### config.mk
export PLATFORM = sky130hd
export DESIGN_NAME = note_sequencer_flat
export DESIGN_NICKNAME = d
export VERILOG_FILES = /design/src/rtl/note_seq_pkg.sv /design/src/rtl/note_sequencer_if.sv /design/src/rtl/note_sequencer.sv /design/src/flat_wrapper.sv
export SDC_FILE = /design/constraint.sdc
export NUM_CORES = 1
export LEC_CHECK = 0
export CORE_ASPECT_RATIO = 1.2
export CORE_MARGIN = 1
export CORE_UTILIZATION = 51
export DETAILED_ROUTE_END_ITERATION = 7
export PLACE_DENSITY = 0.85
export SYNTH_ARGS = -nofsm -noshare
export SYNTH_HDL_FRONTEND = slang
export SYNTH_SLANG_ARGS = --single-unit
### constraint.sdc
create_clock -name clk -period 2.8 [get_ports clk]
set_input_delay 0.42 -clock clk [delete_from_list [all_inputs] [get_ports clk]]
set_output_delay 0.42 -clock clk [all_outputs]
set_load 0.01 [all_outputs]
### src/rtl/note_seq_pkg.sv
// note_seq_pkg: shared definitions for the note sequencer slice.
//   state_t    - sequencer FSM states
//   NOTE_W     - width of the note index carried in each song ROM word
//   NOTE_REST  - note index meaning rest / blank display
//   DUR_END    - duration value marking the end of the song
//   DUR_LSB / note_lsb() - field offsets inside a rom_data word {note, duration}
package note_seq_pkg;

  typedef enum logic [2:0] {
    IDLE,
    FETCH,
    WAIT_ROM,
    PLAY,
    DONE
  } state_t;

  localparam int unsigned NOTE_W = 6;
  localparam logic [NOTE_W-1:0] NOTE_REST = '0;
  localparam int unsigned DUR_END = 0;

  // Duration occupies the low bits of a ROM word; the note sits directly above.
  localparam int unsigned DUR_LSB = 0;

  function automatic int unsigned note_lsb(input int unsigned dur_w);
    return DUR_LSB + dur_w;
  endfunction

endpackage

### src/rtl/note_sequencer_if.sv
// note_sequencer_if: song ROM bus between the sequencer and its sibling ROM.
//   rom_addr - address issued by the sequencer (registered on its side)
//   rom_data - {note, duration} word, valid one cycle after rom_addr changes
// Modports: master = sequencer side, slave = synchronous ROM side.
interface note_sequencer_if
  import note_seq_pkg::*;
#(
  parameter int unsigned ADDR_W = 5,
  parameter int unsigned DUR_W  = 6
) ();

  logic [ADDR_W-1:0]       rom_addr;
  logic [NOTE_W+DUR_W-1:0] rom_data;

  modport master (
    output rom_addr,
    input  rom_data
  );

  modport slave (
    input  rom_addr,
    output rom_data
  );

endinterface

### src/rtl/note_sequencer.sv
// note_sequencer: steps through a song held in an external synchronous ROM.
// Each ROM word is {note, duration}; a note is held for `duration` beats while
// play is high, then the next address is fetched. duration == 0 ends the song.
//
// Ports:
//   clk        - system clock, all state on rising edge
//   rst_n      - asynchronous active-low reset
//   play       - level: 1 advances the song, 0 pauses it
//   restart    - one-cycle pulse, return to song start (highest priority)
//   beat       - one-cycle tick per beat
//   rom        - note_sequencer_if.master: rom_addr out, rom_data in
//   note       - current note index, 0 = rest / blank
//   new_note   - one-cycle pulse when a ROM entry is loaded into note
//   song_done  - end-of-song indication
//
// Build option:
//   NOTE_SEQ_LOOP_EN - when defined, the end marker wraps back to address 0,
//                      pulses song_done for one cycle and keeps playing.
//                      When undefined, the end marker parks the sequencer in
//                      DONE with song_done held high until restart or reset.
module note_sequencer
  import note_seq_pkg::*;
#(
  parameter int unsigned ADDR_W = 5,
  parameter int unsigned DUR_W  = 6
) (
  input  logic              clk,
  input  logic              rst_n,
  input  logic              play,
  input  logic              restart,
  input  logic              beat,
  note_sequencer_if.master  rom,
  output logic [NOTE_W-1:0] note,
  output logic              new_note,
  output logic              song_done
);

  localparam int unsigned NOTE_LSB = note_lsb(DUR_W);

  state_t              state_q;
  state_t              state_nxt;
  logic [ADDR_W-1:0]   addr_q;
  logic [ADDR_W-1:0]   addr_nxt;
  logic [NOTE_W-1:0]   note_q;
  logic [NOTE_W-1:0]   note_nxt;
  logic [DUR_W-1:0]    dur_cnt_q;
  logic [DUR_W-1:0]    dur_cnt_nxt;
  logic                new_note_q;
  logic                new_note_nxt;
  logic                done_q;
  logic                done_nxt;

  logic [NOTE_W-1:0]   rom_note;
  logic [DUR_W-1:0]    rom_dur;
  logic                end_marker;
  logic                advance;
  logic                last_beat;

  assign rom_note   = rom.rom_data[NOTE_LSB +: NOTE_W];
  assign rom_dur    = rom.rom_data[DUR_LSB +: DUR_W];
  assign end_marker = (rom_dur == DUR_W'(DUR_END));

  // Beats only count while playing; the final counted beat of an entry moves on.
  assign advance    = beat & play;
  assign last_beat  = advance && (dur_cnt_q == DUR_W'(1));

  // State and datapath registers.
  always_ff @(posedge clk or negedge rst_n) begin
    if (!rst_n) begin
      state_q    <= IDLE;
      addr_q     <= '0;
      note_q     <= '0;
      dur_cnt_q  <= '0;
      new_note_q <= 1'b0;
      done_q     <= 1'b0;
    end else begin
      state_q    <= state_nxt;
      addr_q     <= addr_nxt;
      note_q     <= note_nxt;
      dur_cnt_q  <= dur_cnt_nxt;
      new_note_q <= new_note_nxt;
      done_q     <= done_nxt;
    end
  end

  // Next-state logic.
  always_comb begin
    state_nxt = state_q;
    if (restart) begin
      state_nxt = IDLE;
    end else begin
      unique case (state_q)
        IDLE: begin
          if (play) state_nxt = FETCH;
        end
        FETCH: begin
          // Address is already on the bus; this cycle lets the ROM register it.
          state_nxt = WAIT_ROM;
        end
        WAIT_ROM: begin
          if (end_marker) begin
`ifdef NOTE_SEQ_LOOP_EN
            state_nxt = FETCH;
`else
            state_nxt = DONE;
`endif
          end else begin
            state_nxt = PLAY;
          end
        end
        PLAY: begin
          if (last_beat) state_nxt = FETCH;
        end
        DONE: begin
          state_nxt = DONE;
        end
        default: begin
          state_nxt = IDLE;
        end
      endcase
    end
  end

  // Output / datapath next values.
  always_comb begin
    addr_nxt     = addr_q;
    note_nxt     = note_q;
    dur_cnt_nxt  = dur_cnt_q;
    new_note_nxt = 1'b0;
`ifdef NOTE_SEQ_LOOP_EN
    done_nxt     = 1'b0;
`else
    done_nxt     = done_q;
`endif

    if (restart) begin
      addr_nxt    = '0;
      note_nxt    = NOTE_REST;
      dur_cnt_nxt = '0;
      done_nxt    = 1'b0;
    end else begin
      unique case (state_q)
        WAIT_ROM: begin
          if (end_marker) begin
            note_nxt    = NOTE_REST;
            dur_cnt_nxt = '0;
            done_nxt    = 1'b1;
`ifdef NOTE_SEQ_LOOP_EN
            addr_nxt    = '0;
`endif
          end else begin
            // Rests (note 0) load and pulse exactly like audible notes.
            note_nxt     = rom_note;
            dur_cnt_nxt  = rom_dur;
            new_note_nxt = 1'b1;
          end
        end
        PLAY: begin
          if (advance) begin
            dur_cnt_nxt = dur_cnt_q - 1'b1;
            // Address width sets the wrap point, so overflow rolls to 0.
            if (last_beat) addr_nxt = addr_q + 1'b1;
          end
        end
        DONE: begin
          note_nxt = NOTE_REST;
          done_nxt = 1'b1;
        end
        default: begin
        end
      endcase
    end
  end

  assign rom.rom_addr = addr_q;
  assign note         = note_q;
  assign new_note     = new_note_q;
  assign song_done    = done_q;

endmodule
### src/flat_wrapper.sv
// flat-port wrapper written by rule: the top's interface ports become plain ports
module note_sequencer_flat import note_seq_pkg::*;
#(
  parameter int unsigned ADDR_W = 5,
  parameter int unsigned DUR_W  = 6
)
  (clk, rst_n, play, restart, beat, note, new_note, song_done, rom_rom_addr, rom_rom_data);
  note_sequencer_if #(.ADDR_W(ADDR_W), .DUR_W(DUR_W)) rom_i ();
  input  logic clk;
  input  logic rst_n;
  input  logic play;
  input  logic restart;
  input  logic beat;
  output logic [NOTE_W-1:0] note;
  output logic new_note;
  output logic song_done;
  output wire logic [$bits(rom_i.rom_addr)-1:0] rom_rom_addr;
  input wire logic [$bits(rom_i.rom_data)-1:0] rom_rom_data;
  assign rom_rom_addr = rom_i.rom_addr;
  assign rom_i.rom_data = rom_rom_data;
  note_sequencer #(.ADDR_W(ADDR_W), .DUR_W(DUR_W)) u_core (.clk(clk), .rst_n(rst_n), .play(play), .restart(restart), .beat(beat), .rom(rom_i), .note(note), .new_note(new_note), .song_done(song_done));
endmodule
== Word level (Yosys, flattened, before mapping) ==
Index checks and enable logic that the tools add are counted.

* Memories: 0
* Word-level logic and storage cells: 52
* Bits in read-only memories: 0
* Output and inout port bits: 13
* Bits in registers: 22
* Bits of input ports: 17
* Latch bits: 0
* Memory bits (writable): 0

* Divide/modulo/power cells: 0
* Shift-type cells: 0
* Eq/ne operators: 9
* Multiplexer cells: 22
* Add/subtract/negate cells: 2
* Reductions and logical operators: 12
* Multipliers: 0
* Magnitude comparators: 0
* Bitwise logic cells: 1

{| class="wikitable"
|+ Operators by type and width
! operator !! count
|-
| 2-to-1 mux 6 bit || 5
|-
| one-hot mux 6 bit (2 select lines) || 2
|-
| 2-to-1 mux 5 bit || 4
|-
| one-hot mux 3 bit (5 select lines) || 1
|-
| 2-to-1 mux 3 bit || 4
|-
| != test 3 x 2 -> 1 bit (second input constant) || 3
|-
| == test 3 x 2 -> 1 bit (second input constant) || 2
|-
| == test 6 x 1 -> 1 bit (second input constant) || 1
|-
| zero test 6 bit || 1
|-
| AND reduction 2 bit || 3
|-
| nonzero test 2 bit || 3
|-
| nonzero test 3 bit || 2
|-
| subtractor 6 x 1 -> 6 bit (second input constant) || 1
|-
| adder 5 x 1 -> 5 bit (second input constant) || 1
|-
| 2-to-1 mux 1 bit || 5
|-
| == test 3 x 1 -> 1 bit (second input constant) || 1
|-
| == test 3 bit (second input constant) || 1
|-
| zero test 3 bit || 1
|-
| != test 3 bit (second input constant) || 1
|-
| AND reduction 3 bit || 1
|-
| one-hot mux 1 bit (2 select lines) || 1
|-
| bitwise AND 1 bit || 1
|-
| logical AND 1 bit || 1
|}

== Depth between registers and ports, before layout ==
* Depth in word-level cells: 6
* Depth in mapped cells: 6
* Depth with buffers taken out: 6

== Worst setup path before layout ==
OpenSTA, ideal clock, no wires.

* Path kind: register to register
* Start point: register u_core.dur_cnt_q[2]
* End point: register u_core.addr_q[4] (netlist: u_core.rom.rom_addr[4])
* Buffers on the path: 0
* Slack: 1.121 ns
* Arrival time: 1.601 ns
* Clock period less this slack: 1.679 ns
* Required time: 2.722 ns
* Setup time: 0.078 ns
* Cell stages (with the launch flop): 5
* Path through: dfrtp_1 or3_4 or3_4 or3_1 a21oi_1

* Cells in the longest elaborated chain, start to end: 4

{| class="wikitable"
|+ RTL lines
! what !! RTL line !! RTL
|-
| start: declaration || note_sequencer.sv:46 || <nowiki>logic [DUR_W-1:0] dur_cnt_q;</nowiki>
|-
| start signal: assignment || note_sequencer.sv:80 || <nowiki>dur_cnt_q <= dur_cnt_nxt;</nowiki>
|-
| == test 6 x 1 -> 1 bit || note_sequencer.sv:65 || <nowiki>assign last_beat = advance && (dur_cnt_q == DUR_W'(1));</nowiki>
|-
| logical AND 1 bit || note_sequencer.sv:65 ||
|-
| nonzero test 2 bit (no line) || - ||
|-
| AND reduction 3 bit (no line) || - ||
|-
| end signal: assignment || note_sequencer.sv:78 || <nowiki>addr_q <= addr_nxt;</nowiki>
|-
| end: declaration || note_sequencer.sv:42 || <nowiki>logic [ADDR_W-1:0] addr_q;</nowiki>
|}

Every way passes these cells.
A chain may end at the register's enable or synchronous reset.

== Worst setup path after layout ==
* Start point: register u_core.state_q[0]
* End point: register u_core.addr_q[4] (netlist: u_core.rom.rom_addr[4])

* Cells in the longest elaborated chain, start to end: 3

{| class="wikitable"
|+ RTL lines
! what !! RTL line !! RTL
|-
| start: declaration || note_sequencer.sv:40 || <nowiki>state_t state_q;</nowiki>
|-
| start signal: assignment || note_sequencer.sv:77 || <nowiki>state_q <= state_nxt;</nowiki>
|-
| == test 3 x 2 -> 1 bit || note_sequencer.sv:142 || <nowiki>unique case (state_q)</nowiki>
|-
| nonzero test 2 bit (no line) || - ||
|-
| AND reduction 3 bit (no line) || - ||
|}

Every way passes these cells.

==> metrics <==
Core Rows 18; Max-cap violations 0; synthesized cell area 1140 sq um; Final Hold Viols 0; Post-Route WL 2530 um; fin crit share 68.4%; Worst Path Max Fanout 11; post-synthesis adder-cell area fraction 3.28%; number of detailed-route iterations in the first pass 4; Yosys warnings 0; Initial Utilization 54.7%; xor and xnor area share after synthesis 2.30%; asr flop ratio synth 100%; total CTS buffers 3; Reg-to-Reg Start u_core.state_q[0]; Top FF cell, synth dfrtp_1; largest family of logic cells by synthesized area simple AND/OR/NAND/NOR gates; Longest Clk Path Bufs 2; R2R Path End u_core.rom.rom_addr[4]; vias post-DR 1029; simple-gate area share of the yosys netlist 23.1%; Hold Slack 0.434 ns; DR iter-0 viols 23; Reg2Reg Depth 4; Final ANT Viol Nets 0; Clock transition at path regs 0.13 ns; layout cells sized above 1 7.48%; Min-Delay Path Class in -> async; I/O pins 30; hold bufs inserted after CTS 0; Core Footprint 2090 sq um; Area Overhead vs Synth 32.7%; post-synthesis net count 137; EDFF count, synth 0; Post-Syn Instances 117; Max Slew Vio Count 0; multiplexer share of the synthesized area 0.874%; # resized after CTS 0; Total Neg Setup Slack 0 ns; grt ovf 0; depth of the CTS H-tree 1; Rel. slew slack 50.5%; maximum vdd drop 0.000367 V; global-route wire length before repair 4080 um; Root Driver clkbuf_4; area of the die 2440 sq um; Critical Path Start Type register; initial antenna violation count 0; status complete, no violations; Netlist cell types 37; Compound-Gate Fraction of Synth Area 19.2%; synthesized area per cell 9.79 sq um; routed len/inst 14.3 um; register area share after synthesis 48.1%; CP Class reg -> reg; total track usage 23.9%; Die Ht 53.9 um; vias in the first global route 927; pwr/cell area 507 nW/um^2; Vias/cell 5.81; Least-Margin Pin Slew 0.736 ns; pre-CTS setup slack 0.581 ns; Clock Skews 0.0126 ns; DRC Markers 0; fmax 0.522 GHz; R2R Setup Slk 0.89 ns; n_diodes 0; later-pin clock latency in the skew report 0.31 ns; Die X 45.3 um; post-route setup slack 0.886 ns; WP data required 3.05 ns; minimum clock period 1.91 ns; endpoint class of the critical path register; dpl hpwl 1830 um; WP data arrival 2.17 ns; Post-CTS Repair Setup Buffers 0; Routability Congestion 0.869; Static Leakage 0.631 nW; CTS tree built; largest net degree at the start of global routing 23; PortBufs 29; final setup vio count 0; RSZ-0062 raised after global routing false; flop and latch count out of synthesis 22; clk sinks 22; Net count, final 168
-- critical path, stage by stage (launching register included) --
cell	delay, ns
dfrtp_1	0.57
nand3b_1	0.33
or3_4	0.51
or3_1	0.31
a21oi_1	0.14
-- power breakdown --
part           switching (mW)  internal, mW  total, mW
combinational          0.0764        0.0782      0.155
clock                   0.100         0.145      0.245
sequential             0.0288         0.341      0.370
total                   0.205         0.564      0.769
-- area by class of cell --
class / count / area [sq um]
clock inverters: 1 / 30.0
clock buffers: 3 / 22.5
fillers: 160 / 576
repair buffers: 31 / 305
inverters: 4 / 15.0
flip-flops and latches: 22 / 551
multi-input cells: 86 / 558
well taps: 30 / 37.5
-- per-layer routing --
metal	track usage, %	vias to the layer above	wire, um
li1	-	492	-
met1	31.5	500	1140
met2	37.4	33	1260
met3	2.68	4	88
met4	14.1	0	42
met5	0	-	0
-- logic make-up (layout without fill, tap and decap cells) --
logic type,Yosys count,count (layout)
AOI/OAI and AO/OA,33,33
xor gates and xnor gates,3,3
adders and majority gates,3,3
buffers and inverters,9,39
DFF,22,22
muxes,1,1
and+or+nand+nor,46,46
-- state kept, by name (all words and copies together), names as in the netlist --
signal	cells
u_core.song_done	1
u_core.new_note	1
u_core.rom.rom_addr	5
u_core.note	6
u_core.dur_cnt_q	6
u_core.state_q	3
-- Yosys cell counts (2+ instances only) --
master / instances / area [sq um]
nand3_1: 4 / 20.0
nor3b_1: 2 / 15.0
xnor2_1: 2 / 17.5
nor3_1: 6 / 30.0
or3_4: 2 / 22.5
nand2_1: 4 / 15.0
a21oi_1: 10 / 50.1
inv_1: 4 / 15.0
a22o_1: 7 / 61.3
nand4_1: 2 / 12.5
nand2b_1: 2 / 12.5
clkbuf_1: 2 / 7.51
o21ai_0: 7 / 35.0
o31ai_1: 3 / 22.5
nor4_1: 3 / 18.8
dfrtp_1: 22 / 551
ha_1: 3 / 37.5
nor2_1: 13 / 48.8
-- how the worst max path moves through the flow --
stage                             endpoint  slack (ns)           startpoint  cells past startpoint
finish              u_core.rom.rom_addr[4]        0.89    u_core.state_q[0]                      4
global route        u_core.rom.rom_addr[4]        0.75    u_core.state_q[0]                      4
CTS                 u_core.rom.rom_addr[4]        0.88    u_core.state_q[0]                      4
detailed placement          u_core.note[5]        0.58      rom_rom_data[0]                      5
global placement            u_core.note[1]        0.63      rom_rom_data[1]                      5
floorplan           u_core.rom.rom_addr[4]        1.12  u_core.dur_cnt_q[2]                      4
-- per-stage QoR --
stage	cells	power, mW	utilization [%]	cell area, sq um
2_1_floorplan	117	0.460	-	1140
5_1_grt	177	0.806	72.5	1520
4_1_cts	177	0.771	72.5	1520
3_3_place_gp	173	0.525	70.0	1470
6_report	177	0.769	72.5	1520
3_5_place_dp	173	0.529	70.0	1470
-- cell usage in the layout, fill, tap and decap left out, types with 2 or more instances in the layout --
| cell | instances |
|---|---|
| a21oi_1 | 10 |
| a22o_1 | 7 |
| buf_4 | 2 |
| clkbuf_4 | 3 |
| clkdlybuf4s50_1 | 29 |
| dfrtp_1 | 22 |
| ha_1 | 3 |
| inv_1 | 4 |
| nand2_1 | 4 |
| nand2b_1 | 2 |
| nand3_1 | 4 |
| nand4_1 | 2 |
| nor2_1 | 13 |
| nor3_1 | 6 |
| nor3b_1 | 2 |
| nor4_1 | 3 |
| o21ai_0 | 7 |
| o31ai_1 | 3 |
| or3_4 | 2 |
| xnor2_1 | 2 |
No activity file was read; power rests on OpenSTA's default activity.
